<file path="src/rtl/btl_pkg.sv">
// Shared types and constants for the branch-target loader and its table.
package btl_pkg;

  typedef enum logic [1:0] {
    IDLE  = 2'd0,
    CLEAR = 2'd1,
    LOAD  = 2'd2,
    DONE  = 2'd3
  } btl_state_t;

  localparam int DEF_A       = 5;
  localparam int NUM_ENTRIES = 2**DEF_A;
  localparam int HOLD_IDX    = 0;

endpackage

</file>
<file path="src/rtl/btl_table.sv">
// Branch-target register file: one synchronous write port, one combinational
// read port, entry HOLD_IDX hardwired to zero.
module btl_table
  import btl_pkg::*;
#(
  parameter int D = 12,
  parameter int A = DEF_A
) (
  input  logic         clk,
  input  logic         reset,
  input  logic         we,
  input  logic [A-1:0] waddr,
  input  logic [D-1:0] wdata,
  input  logic [A-1:0] raddr,
  output logic [D-1:0] rdata
);

  localparam int N = 2**A;

  logic [D-1:0] mem [N];

  always_ff @(posedge clk or posedge reset) begin
    if (reset) begin
      for (int i = 0; i < N; i++) mem[i] <= '0;
    end else if (we && waddr != A'(HOLD_IDX)) begin
      mem[waddr] <= wdata;
    end
  end

  assign rdata = (raddr == A'(HOLD_IDX)) ? '0 : mem[raddr];

endmodule

</file>
<file path="src/rtl/branch_target_loader.sv">
// Loads (index, target) pairs into the branch-target table and serves fetch
// lookups. Define BTL_DUP_CHECK_EN to reject repeat writes to an index.
module branch_target_loader
  import btl_pkg::*;
#(
  parameter int D = 12,
  parameter int A = DEF_A
) (
  input  logic         clk,
  input  logic         reset,
  input  logic         start,
  input  logic         ld_valid,
  output logic         ld_ready,
  input  logic [A-1:0] ld_addr,
  input  logic [D-1:0] ld_target,
  input  logic         ld_last,
  input  logic [A-1:0] rd_addr,
  output logic [D-1:0] rd_target,
  output logic         busy,
  output logic         done,
  output logic         err,
  output logic [A:0]   loaded_cnt
);

  localparam int         N       = 2**A;
  localparam logic [A:0] CNT_MAX = (A+1)'(N);

  btl_state_t   state, state_nxt;
  logic [A-1:0] clr_idx;
  logic         start_ok, hs, dup, wr_ok;
  logic         tab_we;
  logic [A-1:0] tab_waddr;
  logic [D-1:0] tab_wdata, tab_rdata;

  assign ld_ready = (state == LOAD);
  assign busy     = (state == CLEAR) || (state == LOAD);
  assign done     = (state == DONE);
  assign start_ok = start && ((state == IDLE) || (state == DONE));
  assign hs       = ld_valid && ld_ready;
  assign wr_ok    = hs && (ld_addr != A'(HOLD_IDX)) && !dup;

`ifdef BTL_DUP_CHECK_EN
  logic [N-1:0] written;

  // Bitmap is wiped alongside the table during CLEAR, one bit per cycle.
  always_ff @(posedge clk or posedge reset) begin
    if (reset) begin
      written <= '0;
    end else if (state == CLEAR) begin
      written[clr_idx] <= 1'b0;
    end else if (wr_ok) begin
      written[ld_addr] <= 1'b1;
    end
  end

  assign dup = written[ld_addr];
`else
  assign dup = 1'b0;
`endif

  always_ff @(posedge clk or posedge reset) begin
    if (reset) state <= IDLE;
    else       state <= state_nxt;
  end

  always_comb begin
    state_nxt = state;
    case (state)
      IDLE:    if (start) state_nxt = CLEAR;
      CLEAR:   if (clr_idx == '1) state_nxt = LOAD;
      LOAD:    if (hs && ld_last) state_nxt = DONE;
      DONE:    if (start) state_nxt = CLEAR;
      default: state_nxt = IDLE;
    endcase
  end

  always_ff @(posedge clk or posedge reset) begin
    if (reset) begin
      clr_idx    <= '0;
      err        <= 1'b0;
      loaded_cnt <= '0;
    end else if (start_ok) begin
      clr_idx    <= '0;
      err        <= 1'b0;
      loaded_cnt <= '0;
    end else begin
      if (state == CLEAR) clr_idx <= clr_idx + 1'b1;
      if (hs && !wr_ok) err <= 1'b1;
      if (wr_ok && loaded_cnt != CNT_MAX) loaded_cnt <= loaded_cnt + 1'b1;
    end
  end

  // CLEAR owns the write port; otherwise it carries accepted load entries.
  assign tab_we    = (state == CLEAR) || wr_ok;
  assign tab_waddr = (state == CLEAR) ? clr_idx : ld_addr;
  assign tab_wdata = (state == CLEAR) ? '0 : ld_target;

  btl_table #(.D(D), .A(A)) u_table (
    .clk   (clk),
    .reset (reset),
    .we    (tab_we),
    .waddr (tab_waddr),
    .wdata (tab_wdata),
    .raddr (rd_addr),
    .rdata (tab_rdata)
  );

  // Fetch only sees a settled table.
  assign rd_target = ((state == IDLE) || (state == DONE)) ? tab_rdata : '0;

endmodule

</file>
<file path="config.mk">
export PLATFORM = sky130hd
export DESIGN_NAME = branch_target_loader
export DESIGN_NICKNAME = d
export VERILOG_FILES = /design/src/rtl/btl_pkg.sv /design/src/rtl/btl_table.sv /design/src/rtl/branch_target_loader.sv
export SDC_FILE = /design/constraint.sdc
export NUM_CORES = 1
export LEC_CHECK = 0
export BUFFER_PORTS_ARGS = -buffer_cell sky130_fd_sc_hd__buf_4
export CAP_MARGIN = 20
export CORE_MARGIN = 3
export CORE_UTILIZATION = 40
export DETAILED_ROUTE_END_ITERATION = 12
export GPL_ROUTABILITY_DRIVEN = 0
export PLACE_DENSITY_LB_ADDON = 0.3
export SLEW_MARGIN = 20
export SYNTH_ARGS = -nofsm -noshare
export SYNTH_HDL_FRONTEND = slang
export SYNTH_SLANG_ARGS = --single-unit
</file>
<file path="constraint.sdc">
create_clock -name clk -period 30.8 [get_ports clk]
set_clock_uncertainty 0.05 [all_clocks]
set_input_delay 4.62 -clock clk [delete_from_list [all_inputs] [get_ports clk]]
set_output_delay 4.62 -clock clk [all_outputs]
set_load 0.02 [all_outputs]
</file>
==> metrics <==
fillcell total=4,000; vias in the first global route=11,100; CTS tree=yes; top-level port count=49; synthesized instance count=1,276; critical path's largest stage delay=930 ps; GRT Overall Usage=18.3%; Reg-to-Reg End=u_table.mem[340]; commonest non-fill, non-tap cell in the layout=dfrtp_1; Worst path slowest cell=buf_4; Antenna Violating Nets Remaining=0; CP Launch Type=primary input; Port-buffer cells=48; number of enable flip-flop cells after synthesis=0; Fmax achieved=81.4 MHz; first-pass GRT wire length=67.4 mm; max-cap violations=0; Worst-Margin Slew=1140 ps; via count=10,700; WL/cell=22.9 µm; RSZ-0062 raised after global routing=false; mapped cell area=18,100 µm²; synth-to-layout area growth=12.2%; prevailing post-synth register cell=dfrtp_1; Leakage=8.85 nW; power per cell area=95.9 nW/µm²; CTS buffer count=42; routed wire length=43.5 mm; Cell variety after synth=46; Hold Crit Depth=1; final hold viol count=0; Reg2Reg Depth=6; internal reg-to-reg setup slack=27,190 ps; area post-placement=18,900 µm²; largest net degree at the start of global routing=178; Die Wd=219 µm; clock transition at the registers of the reported paths=60 ps; Reg area=9660 µm²; HP Start=u_table.mem[292]; Initial Util=40.7%; Setup-failing EPs final=0; layout cells sized above 1=45.7%; Synth async-reset ratio=100%; Total Power=0.00195 W; final period utilization=39.9%; Final Cell Area=20,300 µm²; Mapped Avg Cell Area=14.2 µm²; most frequent cells in the layout=dfrtp_1 (386), mux2_2 (384), mux2i_1 (76); syn_nets=1,311; proportion of synthesized chip area in sequential cells=53.3%; post_cts resized=0; multi-input logic area=7920 µm²; Starting DRT DRC Count=622; routed vias/inst=5.63; Clock Sink Count=386; final net count=1,311; Slew Viols, Final=0; setup TNS=0 ps; Critical Path AT=7620 ps; Pre-antenna DRT Iters=5; setup bufs post-CTS=0; Die ar.=47,900 µm²; Hold Path Class=flop to flop; root buffer cell=clkbuf_16; worst path cell trace=buf_6 > buf_4 > mux4_2 > a22oi_1 > nand4b_1 > buf_4; outcome=complete, no violations; Worst-Skew Late Latency=540 ps; CP Data Required Time=26,130 ps; number of placement rows=77; worst setup path class=primary input to primary output; Max IR drop VDD=0.0428 mV; initial antenna violation count=2; clk buf depth=3; minimum period implied by the final worst setup slack=12,290 ps; r2r startpoint=state[1]; Die H=219 µm; hold buffers post-CTS=0; Hold Crit Endpoint=u_table.mem[292]; PnR worst setup slack=18,510 ps; post-place setup slack=18,550 ps; DRC Markers=0; HPWL after DPL=27.2 mm; Core ar.=44,500 µm²; Yosys reg bits=386; max_slew headroom=23.5%; CTS H-tree depth=2; Syn. warnings=0; GR Overflow Total=0; critical path peak fanout=64; CP most frequent cell=buf_4; CP Capture Type=primary output
cells by family (layout without fill, tap and decap cells):
family          Yosys count  count (layout)  synth area share, %
simple gates            125             125                 4.09
other cells               0               1                    0
compound gates          120             120                 4.44
xor+xnor                  4               4                0.194
fa+ha+maj                 8               8                0.553
flops                   386             386                 53.3
buf+inv                 123             151                 3.21
mux                     510             510                 34.2
power by group:
group	total (W)	leakage (nW)	switching, W	internal [W]
sequential	0.000861	4.76	0.000116	0.000744
combinational	0.000576	3.38	0.000266	0.000309
clock	0.000512	0.701	0.000199	0.000313
critical path, delay by kind of cell:
family,cells,cell delay (ps)
and+or+nand+nor,1,290
AOI/OAI and AO/OA,1,380
muxes,1,600
buffers and inverters,3,1620
stage by stage:
stage                     instances  utilization, %  hold WS, ps
after global routing           1897            45.6          458
after global placement         1824            42.4          426
after CTS                      1896            45.6          451
after detailed placement       1824            42.4          438
after floorplan                1276               -          409
final                          1897            45.6          447
registers in the layout (all words and copies together), names as in the netlist:
| name | count |
|---|---|
| err | 1 |
| state | 2 |
| clr_idx | 5 |
| loaded_cnt | 6 |
| u_table.mem | 372 |
worst max-delay path by stage:
stage | from | to | slack, ps
2_1_floorplan | reset | clr_idx[0] | 15400
3_3_place_gp | rd_addr[0] | rd_target[6] | 18560
3_5_place_dp | rd_addr[0] | rd_target[6] | 18550
4_1_cts | rd_addr[1] | rd_target[8] | 18540
5_1_grt | rd_addr[0] | rd_target[0] | 18400
6_report | rd_addr[1] | rd_target[8] | 18510
final cells by class:
class / count / share of cell area, %
flip-flops and latches: 386 / 47.6
diodes: 1 / 0.0123
clock buffers: 64 / 6.38
repair buffers: 68 / 2.61
well taps: 592 / 3.65
clock inverters: 8 / 0.585
inverters: 11 / 0.240
multi-input cells: 767 / 39.0
layer usage:
layer	track usage, %	part of all wire (%)	vias to the layer above	wire length (µm)
li1	-	-	4719	-
met1	25.0	45	5718	19600
met2	30.9	49	192	21500
met3	2.61	3.4	57	1490
met4	4.60	2.2	2	937
met5	0	0.030	-	13
Yosys cell counts, types with 2 or more instances:
library cell	number	area share (%)
mux2_1	2	0.12
o22ai_1	36	1.2
nor3_1	3	0.083
nor4_1	3	0.10
ha_1	8	0.55
xor2_1	2	0.097
nand3b_1	6	0.25
mux4_2	48	6.0
nand3_2	5	0.28
nand2_1	19	0.39
o21ai_2	3	0.15
o21ai_1	2	0.055
a211oi_1	2	0.083
and3_1	11	0.38
buf_2	38	1.1
clkbuf_1	44	0.91
a22oi_1	35	1.5
nand4_1	4	0.14
nor2b_1	16	0.55
nand2b_1	5	0.17
xnor2_1	2	0.097
buf_4	3	0.12
o21ai_0	27	0.75
inv_1	11	0.23
mux2_2	384	24
buf_1	19	0.39
or3b_2	2	0.097
dfrtp_1	386	53
or4_1	2	0.083
nor2_1	12	0.25
a21o_1	3	0.12
buf_6	8	0.50
nand4b_1	11	0.53
mux2i_1	76	4.2
a21oi_1	6	0.17
nand3_1	22	0.61
Note: power is estimated with default switching activity, not from simulation.
